<file path="config.mk">
export PLATFORM = sky130hd
export DESIGN_NAME = fft_burst_unpacker
export DESIGN_NICKNAME = d
export VERILOG_FILES = /design/src/rtl/fft_pkg.sv /design/src/rtl/fft_lane_sat.sv /design/src/rtl/fft_burst_unpacker.sv
export SDC_FILE = /design/constraint.sdc
export NUM_CORES = 1
export LEC_CHECK = 0
export ABC_AREA = 1
export CORE_ASPECT_RATIO = 2
export CORE_MARGIN = 5
export CORE_UTILIZATION = 40
export DETAILED_ROUTE_END_ITERATION = 8
export PLACE_DENSITY = 0.68
export SLEW_MARGIN = 15
export SYNTH_ARGS = -nofsm -noshare
export SYNTH_HDL_FRONTEND = slang
export SYNTH_SLANG_ARGS = --single-unit
</file>
<file path="constraint.sdc">
create_clock -name clk -period 2.15 [get_ports clk]
set_input_delay 0.43 -clock clk [delete_from_list [all_inputs] [get_ports clk]]
set_output_delay 0.43 -clock clk [all_outputs]
set_load 0.1 [all_outputs]
</file>
<file path="src/rtl/fft_pkg.sv">
// Shared constants, sample type and FSM encoding for the FFT burst unpacker.
package fft_pkg;

    localparam int BIT_DEPTH        = 18;
    localparam int SAMPLES_PER_WORD = 8;
    localparam int BYTES_PER_SAMPLE = 8;
    localparam int FIELD_W          = 32;
    localparam int SAMPLE_W         = 2 * FIELD_W;

    typedef struct packed {
        logic signed [BIT_DEPTH-1:0] r;
        logic signed [BIT_DEPTH-1:0] i;
    } complex_t;

    typedef enum logic [1:0] {
        IDLE = 2'd0,
        LOAD = 2'd1,
        EMIT = 2'd2,
        DONE = 2'd3
    } unpack_state_e;

endpackage

</file>
<file path="src/rtl/fft_lane_sat.sv">
// Narrows one 32-bit two's complement field to BIT_DEPTH bits, clamping on overflow.
module fft_lane_sat
    import fft_pkg::*;
(
    input  logic [FIELD_W-1:0]          din,
    output logic signed [BIT_DEPTH-1:0] dout,
    output logic                        ovf
);
    localparam logic signed [BIT_DEPTH-1:0] SAT_MAX = {1'b0, {(BIT_DEPTH-1){1'b1}}};
    localparam logic signed [BIT_DEPTH-1:0] SAT_MIN = {1'b1, {(BIT_DEPTH-1){1'b0}}};

    // The value fits when every bit above the new sign bit copies it.
    always_comb begin
        ovf  = !((&din[FIELD_W-1:BIT_DEPTH-1]) || !(|din[FIELD_W-1:BIT_DEPTH-1]));
        dout = din[BIT_DEPTH-1:0];
        if (ovf) begin
            dout = din[FIELD_W-1] ? SAT_MIN : SAT_MAX;
        end
    end

endmodule

</file>
<file path="src/rtl/fft_burst_unpacker.sv">
// Pops 512-bit burst words from an FWFT FIFO and presents one saturated complex sample per handshake.
module fft_burst_unpacker
    import fft_pkg::*;
#(
    parameter int DATA_W = 512,
    parameter int LEN_W  = 16
) (
    input  logic                        clk,
    input  logic                        reset,
    input  logic                        start,
    input  logic [LEN_W-1:0]            total_length,
    output logic                        busy,
    output logic                        done,
    input  logic [DATA_W-1:0]           fifoRdData,
    input  logic                        fifoEmpty,
    output logic                        fifoRdEn,
    output logic                        out_valid,
    input  logic                        out_ready,
    output logic signed [BIT_DEPTH-1:0] out_r,
    output logic signed [BIT_DEPTH-1:0] out_i,
    output logic                        out_last,
    output logic                        sat_err,
    output unpack_state_e               fsm_state
);
    localparam int                LANE_W     = $clog2(SAMPLES_PER_WORD) + 1;
    localparam logic [LANE_W-1:0] FULL_LANES = LANE_W'(SAMPLES_PER_WORD);
    localparam logic [LEN_W-1:0]  STEP       = LEN_W'(BYTES_PER_SAMPLE);
    localparam int                LEN_SHIFT  = $clog2(BYTES_PER_SAMPLE);

    unpack_state_e     state;
    logic [DATA_W-1:0] word;
    logic [LEN_W-1:0]  remaining;
    logic [LANE_W-1:0] lane;
    logic [LANE_W-1:0] lanes;
    complex_t          sample;
    logic              sample_ovf;

    logic              handshake;
    logic [LANE_W-1:0] lane_next;
    logic [LEN_W-1:0]  rem_next;
    logic [LEN_W-1:0]  samples_left;
    logic [LANE_W-1:0] load_lanes;
    logic [DATA_W-1:0] src_word;
    logic [SAMPLE_W-1:0] slice;
    logic signed [BIT_DEPTH-1:0] sat_r;
    logic signed [BIT_DEPTH-1:0] sat_i;
    logic              ovf_r;
    logic              ovf_i;

    assign handshake    = out_valid & out_ready;
    assign lane_next    = lane + LANE_W'(1);
    assign rem_next     = remaining - STEP;
    assign samples_left = remaining >> LEN_SHIFT;
    assign load_lanes   = (samples_left >= LEN_W'(SAMPLES_PER_WORD)) ? FULL_LANES
                                                                      : samples_left[LANE_W-1:0];

    // The next sample comes from the FIFO head while loading, otherwise from the held word.
    assign src_word = (state == LOAD) ? fifoRdData
                                      : (word << (SAMPLE_W * int'(lane_next[LANE_W-2:0])));
    assign slice    = src_word[DATA_W-1 -: SAMPLE_W];

    fft_lane_sat u_sat_r (
        .din  (slice[SAMPLE_W-1:FIELD_W]),
        .dout (sat_r),
        .ovf  (ovf_r)
    );

    fft_lane_sat u_sat_i (
        .din  (slice[FIELD_W-1:0]),
        .dout (sat_i),
        .ovf  (ovf_i)
    );

    assign fifoRdEn  = (state == LOAD) && !fifoEmpty;
    assign busy      = (state != IDLE);
    assign out_r     = sample.r;
    assign out_i     = sample.i;
    assign fsm_state = state;

    // DONE stays until the done pulse has been shown, so a zero-length transfer
    // spends two cycles there while a normal transfer arrives with done already set.
    always_ff @(posedge clk) begin
        if (reset) begin
            state      <= IDLE;
            word       <= '0;
            remaining  <= '0;
            lane       <= '0;
            lanes      <= '0;
            sample     <= '0;
            sample_ovf <= 1'b0;
            out_valid  <= 1'b0;
            out_last   <= 1'b0;
            sat_err    <= 1'b0;
            done       <= 1'b0;
        end else begin
            case (state)
                IDLE: begin
                    if (start) begin
                        remaining <= total_length & ~LEN_W'(7);
                        sat_err   <= 1'b0;
                        state     <= (total_length[LEN_W-1:3] == '0) ? DONE : LOAD;
                    end
                end
                LOAD: begin
                    if (!fifoEmpty) begin
                        word       <= fifoRdData;
                        lane       <= '0;
                        lanes      <= load_lanes;
                        sample     <= {sat_r, sat_i};
                        sample_ovf <= ovf_r | ovf_i;
                        out_valid  <= 1'b1;
                        out_last   <= (remaining == STEP);
                        state      <= EMIT;
                    end
                end
                EMIT: begin
                    if (handshake) begin
                        sat_err   <= sat_err | sample_ovf;
                        remaining <= rem_next;
                        lane      <= lane_next;
                        if (rem_next == '0) begin
                            out_valid <= 1'b0;
                            out_last  <= 1'b0;
                            done      <= 1'b1;
                            state     <= DONE;
                        end else if (lane_next == lanes) begin
                            out_valid <= 1'b0;
                            out_last  <= 1'b0;
                            state     <= LOAD;
                        end else begin
                            sample     <= {sat_r, sat_i};
                            sample_ovf <= ovf_r | ovf_i;
                            out_last   <= (rem_next == STEP);
                        end
                    end
                end
                DONE: begin
                    if (done) begin
                        done  <= 1'b0;
                        state <= IDLE;
                    end else begin
                        done <= 1'b1;
                    end
                end
                default: state <= IDLE;
            endcase
        end
    end

endmodule

</file>
Word level (Yosys, flattened, before mapping)
Index checks and enable logic that the tools add are counted.
{"block": "op_classes", "addsub": 2, "order_cmp": 1, "eq_ne": 14, "shift": 1, "n_mux": 47, "bitwise_logic": 4, "n_reduce_logical": 26}
{"operator": "512-bit 2-to-1 mux", "count": 1}
{"operator": "512-bit by 9-bit << shifter with 512-bit output", "count": 1}
{"operator": "36-bit 2-to-1 mux", "count": 4}
{"operator": "18-bit 2-to-1 mux", "count": 4}
{"operator": "36-bit one-hot mux with 2 select lines", "count": 1}
{"operator": "16-bit by 4-bit == test with 1-bit output, second input constant", "count": 2}
{"operator": "16-bit 2-to-1 mux", "count": 2}
{"operator": "16-bit one-hot mux with 2 select lines", "count": 1}
{"operator": "15-bit AND reduction", "count": 2}
{"operator": "15-bit OR reduction", "count": 2}
{"operator": "1-bit 2-to-1 mux", "count": 17}
{"operator": "16-bit zero test", "count": 1}
{"operator": "16-bit by 4-bit subtractor with 16-bit output, second input constant", "count": 1}
{"operator": "2-bit 2-to-1 mux", "count": 7}
{"operator": "2-bit inequality test, second input constant", "count": 7}
{"operator": "13-bit by 4-bit greater-or-equal comparator with 1-bit output, second input constant", "count": 1}
{"operator": "13-bit zero test", "count": 1}
{"operator": "4-bit 2-to-1 mux", "count": 3}
{"operator": "1-bit one-hot mux with 2 select lines", "count": 5}
{"operator": "5-bit AND reduction", "count": 2}
{"operator": "3-bit AND reduction", "count": 3}
{"operator": "2-bit one-hot mux with 4 select lines", "count": 1}
{"operator": "4-bit one-hot mux with 2 select lines", "count": 1}
{"operator": "2-bit nonzero test", "count": 4}
{"operator": "14 further kinds", "count": 21}
{"block": "totals", "ff_bits": 579, "output_inout_bits": 44, "wordCells": 107}

Depth between registers and ports, before layout
Gate-level depths: netlist (run 1).
{"block": "logic_depth", "word_depth": 12, "depth_mapped": 18, "mapped_depth_nobuf": 17}

Hierarchy
From an unflattened synthesis (run 1), not the netlist that was laid out.
{"block": "unflattened", "cells_unflattened": 3756, "hier_area_um2": 25981.2}
{"module": "fft_burst_unpacker", "n_inst": 1, "cells_each": 3606, "area_per_inst_um2": 25338.1, "seq_area_each_um2": 11531.1}
{"module": "fft_lane_sat", "n_inst": 2, "cells_each": 75, "area_per_inst_um2": 321.6, "seq_area_each_um2": 0.0}

Worst setup path before layout (run 1)
Ideal clock, no wire load.
{"block": "synth_path", "path_type": "register to output", "start": "register state[0], in the netlist fsm_state[0]", "end": "output fifoRdEn", "t_arrival_ns": 2.866, "required_time_ns": 1.720, "path_slack_ns": -1.146, "path_stages_with_launch": 8, "n_path_buf": 3, "path_cell_list": "dfxtp_1 > inv_2 > nor2_1 > inv_2 > buf_2 > nor2_4 > buf_2 > clkbuf_1"}
{"block": "synth_via", "elab_chain_cells": 2}
{"item": "start: declaration", "line_no": "fft_burst_unpacker.sv:30", "text": "unpack_state_e state;"}
{"item": "start signal: assignment", "line_no": "fft_burst_unpacker.sv:101", "text": "state <= (total_length[LEN_W-1:3] == '0) ? DONE : LOAD;"}
{"item": "2-bit by 1-bit == test with 1-bit output", "line_no": "fft_burst_unpacker.sv:74", "text": "assign fifoRdEn = (state == LOAD) && !fifoEmpty;"}
{"item": "1-bit logical AND", "line_no": "fft_burst_unpacker.sv:74"}
{"item": "end: declaration", "line_no": "fft_burst_unpacker.sv:16", "text": "output logic fifoRdEn,"}
No other way between the ends.

Worst setup path in the final report (run 1)
{"block": "layout_path", "start": "register lane[0]", "end": "register sample, in the netlist out_r[7]"}
{"block": "layout_via", "elab_chain_cells": 11}
{"item": "start: declaration", "line_no": "fft_burst_unpacker.sv:33", "text": "logic [LANE_W-1:0] lane;"}
{"item": "start signal: assignment", "line_no": "fft_burst_unpacker.sv:120", "text": "lane <= lane_next;"}
{"item": "4-bit by 1-bit adder with 4-bit output (*)", "line_no": "fft_burst_unpacker.sv:51", "text": "assign lane_next = lane + LANE_W'(1);"}
{"item": "512-bit by 9-bit << shifter with 512-bit output", "line_no": "fft_burst_unpacker.sv:59", "text": ": (word << (SAMPLE_W * int'(lane_next[LANE_W-2:0])));"}
{"item": "512-bit 2-to-1 mux", "line_no": "fft_burst_unpacker.sv:58", "text": "assign src_word = (state == LOAD) ? fifoRdData"}
{"item": "15-bit OR reduction", "line_no": "fft_lane_sat.sv:14", "text": "ovf = !((&din[FIELD_W-1:BIT_DEPTH-1]) || !(|din[FIELD_W-1:BIT_DEPTH-1]));"}
{"item": "1-bit zero test", "line_no": "fft_lane_sat.sv:14"}
{"item": "1-bit logical OR", "line_no": "fft_lane_sat.sv:14"}
{"item": "18-bit 2-to-1 mux", "line_no": "fft_lane_sat.sv:16", "text": "if (ovf) begin"}
{"item": "36-bit 2-to-1 mux", "line_no": "fft_burst_unpacker.sv:126", "text": "end else if (lane_next == lanes) begin"}
{"item": "36-bit 2-to-1 mux", "line_no": "fft_burst_unpacker.sv:121", "text": "if (rem_next == '0) begin"}
{"item": "36-bit 2-to-1 mux", "line_no": "fft_burst_unpacker.sv:117", "text": "if (handshake) begin"}
{"item": "36-bit one-hot mux with 2 select lines", "line_no": "fft_burst_unpacker.sv:96", "text": "case (state)"}
{"item": "end signal: assignment", "line_no": "fft_burst_unpacker.sv:109", "text": "sample <= {sat_r, sat_i};"}
{"item": "end signal: assignment", "line_no": "fft_burst_unpacker.sv:131", "text": "sample <= {sat_r, sat_i};"}
{"item": "end: declaration", "line_no": "fft_burst_unpacker.sv:35", "text": "complex_t sample;"}
Every way passes the cells marked *; elsewhere a longest branch is shown, timed or not. The select of a mux whose other input is x is not followed.
A chain may end at the register's enable or synchronous reset.

==> results of run 1 <==
## synth_stat cells (2+ instances only)
| master | count |
|---|---|
| clkbuf_1 | 207 |
| buf_1 | 9 |
| a211oi_1 | 6 |
| a31oi_1 | 34 |
| xor2_1 | 7 |
| inv_1 | 315 |
| dfxtp_1 | 576 |
| o211ai_1 | 20 |
| nand2_4 | 2 |
| nand4_1 | 10 |
| nand3_1 | 206 |
| buf_2 | 75 |
| buf_6 | 6 |
| xnor2_1 | 3 |
| a21oi_2 | 19 |
| a221oi_1 | 36 |
| ha_1 | 2 |
| nor2_1 | 716 |
| nor4_1 | 4 |
| o21ai_1 | 26 |
| o22ai_1 | 34 |
| o21ai_0 | 643 |
| a21oi_1 | 303 |
| nor2_4 | 2 |
| buf_4 | 5 |
| nand2_2 | 3 |
| nor3_1 | 4 |
| inv_2 | 10 |
| nor2_2 | 4 |
| nand3_2 | 2 |
| nand2_1 | 519 |
## registers in the layout, summed over array words and instances, names as in the netlist
register    count
word          512
out_i          18
out_r          18
remaining      13
lane            4
lanes           4
fsm_state       2
done            1
out_last        1
out_valid       1
sample_ovf      1
sat_err         1
## final timing paths
check,end,slack (ps),depth (start not counted)
worst max register to register,out_r[7],-320,16
worst max-delay path,out_r[7],-320,16
worst min register to register,word[500],450,2
worst min-delay path,out_i[2],330,4
## what timing repair did
item                       4_1_cts  5_1_grt
setup buffers                    5        7
gates resized for setup         31       97
setup endpoints to repair       39      132
cloned                           4       10
pin swaps                        2       31
## final cells by class
type	instances	area, sq um
Timing Repair inverter	3	38.8
Clock inverter	16	239
Multi-Input combinational cell	2609	12400
Sequential cell	576	11600
Inverter	327	1290
Antenna cell	38	95.1
Fill cell	6244	28300
Timing Repair Buffer	791	8170
Tap cell	871	1090
Clock buffer	81	1550
## routing by layer
metal  vias up  track usage  share of wire
met5         -            0         0.0017
li1      13600            -              -
met4        28        0.181          0.073
met1     12600        0.321           0.36
met3       273       0.0790          0.090
met2      1160        0.496           0.48
## kinds of logic after synthesis
| group | synth area share |
|---|---|
| DFF | 0.443 |
| xor gates and xnor gates | 0.00336 |
| adders and majority gates | 0.000961 |
| AOI/OAI and AO/OA | 0.229 |
| and+or+nand+nor | 0.226 |
| buffers and inverters | 0.0974 |
## worst max-delay path, delay by kind of cell (launching register included)
kind                       cells  cell delay (ps)
buffers and inverters          4              540
and+or+nand+nor                9             1030
DFF                            1              350
adders and majority gates      1              240
AOI/OAI and AO/OA              2              170
## power by group
part           total (mW)  leakage (nW)  internal (mW)  switching (mW)
logic                14.4          9.42           5.45            8.97
registers            14.3          4.70           13.2            1.08
clock network        9.92         0.880           5.58            4.34
total                38.6          15.0           24.2            14.4
## stage by stage
stage               std cells  power (mW)  utilization  setup slack (ps)  setup TNS [ps]
floorplan                3813        22.4            -             -13.9           -13.9
global placement         5154        27.5        0.521              -321           -9670
detailed placement       5154        27.6        0.521              -318           -9920
CTS                      5258        38.0        0.552              -252           -7950
global route             5298        40.7        0.562              -419          -13880
finish                   5312        38.6        0.562              -323           -9290
==> results.json, run 1 <==
{
  "status": "finished, violations left",
  "violations": "setup timing",
  "syn2layout_area_growth_pct": 39.8,
  "mostFrequentLayoutCell": "nor2_1",
  "coreArea_sq_um": 64700,
  "via_per_inst": 5.21,
  "synth_cells": 3813,
  "power_density_nw_per_um2": 1060,
  "final_max_slew_viol_count": 0,
  "fmax_mhz": 404,
  "slew_headroom": 0.629,
  "tightestPinTransition_ps": 556,
  "startpoint_type": "register",
  "ant_nets": 0,
  "routed_wl_mm": 111,
  "hold_viol": 0,
  "ys_types": 36,
  "path_clk_slew_ps": 70,
  "grt_antenna_before_repair": 54,
  "drive_gt1_frac": 0.108,
  "cts_tree": "yes",
  "routabilityCongestion": 0.909,
  "yosysWarnings": 0,
  "power_leakage_nw": 15.0,
  "cpMaxStageDelayCell": "dfxtp_4",
  "post-dp-hpwl_mm": 80.0,
  "synth-edff-count": 0,
  "path_class": "register to register",
  "ys_ff_latch": 576,
  "synth-main-ff-cell": "dfxtp_1",
  "syn_area_sq_um": 26000,
  "hp-start": "reset",
  "nets": 4895,
  "clock_latency_ps": 610,
  "overflow": 0,
  "crit_path_end_kind": "register",
  "path_max_fanout": 8,
  "die_y_um": 371,
  "htreeDepth": 2,
  "die_w_um": 190,
  "clock_sinks": 576,
  "fin_area_sq_um": 36400,
  "period_share": 1.15,
  "drtIter0Drc": 1827,
  "setup_violations": 36,
  "fin_ws_ps": -323,
  "cts_buffer_depth": 3,
  "grt_pass1_vias": 26800,
  "cts_hold_buf": 0,
  "numCtsBuffers": 52,
  "cp.arrival_ps": 2970,
  "syn_area_per_cell_sq_um": 6.83,
  "rsz0062_at_grt": "yes",
  "first_pass_iters": 7,
  "finalClockSkew_ps": 26.6,
  "initial_core_util": 0.402,
  "yosysSeqAreaShare": 0.443,
  "die-area_sq_um": 70600,
  "cp_slowest_stage_delay_ps": 350,
  "worst_ep_required_time_ps": 2650,
  "numPortBuffers": 573,
  "pin_count": 577,
  "placementRows": 132,
  "synth_area_leaders": "dfxtp_1 (44%), o21ai_0 (12%), nor2_1 (10%)",
  "period_minus_slack_ps": 2470,
  "wl_per_cell_um": 20.9,
  "place_area_sq_um": 33700,
  "grt_pass1_wl_mm": 159,
  "grt_max_degree": 97,
  "cap_violations": 0,
  "startpoint": "lane[0]",
  "remaining_drc_errors": 0,
  "syn-num-nets": 4348,
  "crit_chain": "ha_4 > buf_12 > buf_12 > clkbuf_16 > o211ai_1 > nand3_1 > nand3_2 > nand2_2 > nor2_1 > nand2_1 > nor2_2 > nand2_4 > nand2_4 > nand2_8 > clkinv_8 > a21oi_2",
  "hold-worst-slack_ps": 331,
  "ir_worst_vdd_v": 0.000900,
  "r2r_start": "lane[0]",
  "final_cell_mix": "nor2_1 (702), o21ai_0 (643), dfxtp_1 (564)",
  "synthArstFlopShare": 0,
  "synth_largest_area_cell": "dfxtp_1",
  "clock-root-buffer": "clkbuf_16",
  "grt_usage": 0.292,
  "dr_total_vias": 27700,
  "hold_class": "input port to register",
  "synth_top_area_frac": 0.443
}
(Power assumes the default switching activity.)
==> run 2, diff against run 1 <==
--- a/config.mk
+++ b/config.mk
@@ -14,4 +14,5 @@
 export SLEW_MARGIN = 15
 export SYNTH_ARGS = -nofsm -noshare
 export SYNTH_HDL_FRONTEND = slang
+export SYNTH_HIERARCHICAL = 1
 export SYNTH_SLANG_ARGS = --single-unit
==> results.json, run 2 <==
{
  "hold_viol": 0,
  "cp.arrival_ps": 3200,
  "violations": "setup timing",
  "crit_path_end_kind": "register",
  "yosysMostFrequentCell": "o21ai_0",
  "numPortBuffers": 573,
  "power_density_nw_per_um2": 1040,
  "slew_headroom": 0.454,
  "via_per_inst": 5.31,
  "cts_hold_buf": 0,
  "htreeDepth": 2,
  "cp_slowest_stage_delay_ps": 360,
  "startpoint_type": "register",
  "grt_antenna_before_repair": 32,
  "fin_area_sq_um": 36400,
  "period_share": 1.24,
  "die-area_sq_um": 70500,
  "path_max_fanout": 12,
  "drtIter0Drc": 2015,
  "path_class": "register to register",
  "combPwrFrac": 0.370,
  "syn2layout_area_growth_pct": 40.0,
  "initial_core_util": 0.402,
  "syn_area_sq_um": 26000,
  "numCtsBuffers": 54,
  "p_switching_mw": 14.2,
  "nets": 4858,
  "p_total_mw": 37.9,
  "overflow": 0,
  "fmax_mhz": 375,
  "post-dp-hpwl_mm": 78.2,
  "rsz0062_at_grt": "yes",
  "ys_ff_latch": 576,
  "wl_per_cell_um": 20.6,
  "worst_ep_required_time_ps": 2680,
  "remaining_drc_errors": 0,
  "clock-root-buffer": "clkbuf_16",
  "cap_violations": 0,
  "rrSetupSlack_ps": -520,
  "pin_count": 577,
  "ir_worst_vdd_v": 0.000642,
  "die_w_um": 190,
  "ant_nets": 0,
  "synth_common_cells": "o21ai_0 (780), dfxtp_1 (576), nor2_1 (571), a21oi_1 (555), inv_1 (304)",
  "fin_ws_ps": -516,
  "routabilityCongestion": 0.891,
  "grt_max_degree": 90,
  "period_minus_slack_ps": 2670,
  "synthArstFlopShare": 0,
  "ys_types": 31,
  "crit_chain": "ha_4 > buf_12 > buf_12 > a21oi_1 > o21ai_1 > buf_4 > nand3_2 > nand3_1 > nand2_1 > nor2_2 > nand2_1 > nor2_1 > nand2_2 > buf_12 > nand2_8 > nand2_1 > nand2_1 > nand4_1 > a21oi_2",
  "path_common_cell": "nand2_1",
  "max_flop_register": "word",
  "coreArea_sq_um": 64600,
  "path_clk_slew_ps": 70,
  "synth_top_area_frac": 0.444,
  "routed_wl_mm": 108,
  "tightestPinTransition_ps": 820,
  "power_leakage_nw": 14.3,
  "hold_class": "input port to register",
  "largest_reg_flops": 512,
  "p_sw_frac": 0.376,
  "final_max_slew_viol_count": 0,
  "placementRows": 132,
  "hold-worst-slack_ps": 282,
  "cts_tree": "yes",
  "grt_usage": 0.287,
  "syn-num-nets": 4291,
  "p_int_mw": 23.6,
  "finalClockSkew_ps": 23.9,
  "cpMaxStageDelayCell": "dfxtp_4",
  "die_y_um": 370,
  "dr_total_vias": 27900,
  "grt_pass1_vias": 27500,
  "p_clk_frac": 0.259,
  "p_seq_frac": 0.371,
  "grt_pass1_wl_mm": 159,
  "first_pass_iters": 6,
  "synth_cells": 3756,
  "synth-main-ff-cell": "dfxtp_1",
  "yosysSeqAreaShare": 0.444,
  "place_area_sq_um": 34000,
  "cts_buffer_depth": 3,
  "status": "finished, violations left",
  "synth_largest_area_cell": "dfxtp_1",
  "setup_violations": 41,
  "clock_latency_ps": 610,
  "syn_area_per_cell_sq_um": 6.92,
  "mostFrequentLayoutCell": "o21ai_0",
  "synth-edff-count": 0,
  "drive_gt1_frac": 0.112,
  "final_cell_mix": "o21ai_0 (758), dfxtp_1 (572), nor2_1 (564)",
  "yosysWarnings": 6,
  "clock_sinks": 576,
  "synth_area_leaders": "dfxtp_1 (44%), o21ai_0 (15%), a21oi_1 (11%)"
}
[run 2: timing repair]
| action | 4_1_cts | 5_1_grt |
|---|---|---|
| buffers inserted | 1 | 13 |
| resized for setup | 30 | 42 |
| endpoints found under the setup margin | 52 | 214 |
| hold endpoints to repair | 0 | 0 |
| pin swaps | 4 | 11 |
| gates cloned | 4 | 7 |
[run 2: area by class of cell]
| type | instances | area (sq um) |
|---|---|---|
| inverter | 307 | 1210 |
| multi-input combinational | 2559 | 12200 |
| antenna | 22 | 55.1 |
| sequential | 576 | 11500 |
| clock buffer | 81 | 1620 |
| tap | 871 | 1090 |
| clock inverter | 16 | 145 |
| timing repair buffer | 825 | 8510 |
| fill | 6162 | 28200 |
[run 2: routing by layer]
layer	vias up	GRT usage	share of wire
li1	13700	-	-
met1	12900	0.324	0.37
met2	1111	0.513	0.50
met3	233	0.0607	0.076
met4	14	0.135	0.048
met5	-	0	0.00090
[run 2: logic make-up after synthesis]
group | after synthesis | share of synthesized area
compound gates | 1367 | 0.268
xor+xnor | 5 | 0.00169
fa+ha+maj | 2 | 0.000963
buf+inv | 625 | 0.0944
flops | 576 | 0.444
simple gates | 1181 | 0.191
[run 2: worst max-delay path: cells and delay by family, from the launching register on]
family                     cells  cell delay, ps
and+or+nand+nor               11            1000
AOI/OAI and AO/OA              3             310
DFF                            1             360
buffers and inverters          4             570
adders and majority gates      1             330
[run 2: path summary, 6_finish.rpt]
path               endpoint  startpoint  cells after the start
setup / recovery   out_r[7]     lane[0]                     19
hold reg to reg   word[268]   word[268]                      2
setup reg to reg   out_r[7]     lane[0]                     19
hold / removal    word[411]       reset                      4
[run 2: per-stage QoR]
stage / util / setup TNS, ps / setup slack, ps / std cells
6_report: 0.563 / -17810 / -516 / 5257
5_1_grt: 0.563 / -24130 / -686 / 5246
4_1_cts: 0.556 / -18290 / -497 / 5216
3_5_place_dp: 0.526 / -22840 / -684 / 5114
3_3_place_gp: 0.526 / -21270 / -623 / 5114
2_1_floorplan: - / -5140 / -174 / 3756
[run 2: power groups by stage]
stage	clock (mW)	sequential (mW)	combinational [mW]
global placement	0	14.2	13.1
detailed placement	0	14.2	13.2
CTS	9.96	14.0	13.4
floorplan	0	15.3	6.87
finish	9.80	14.0	14.0
global route	10.4	14.2	15.3
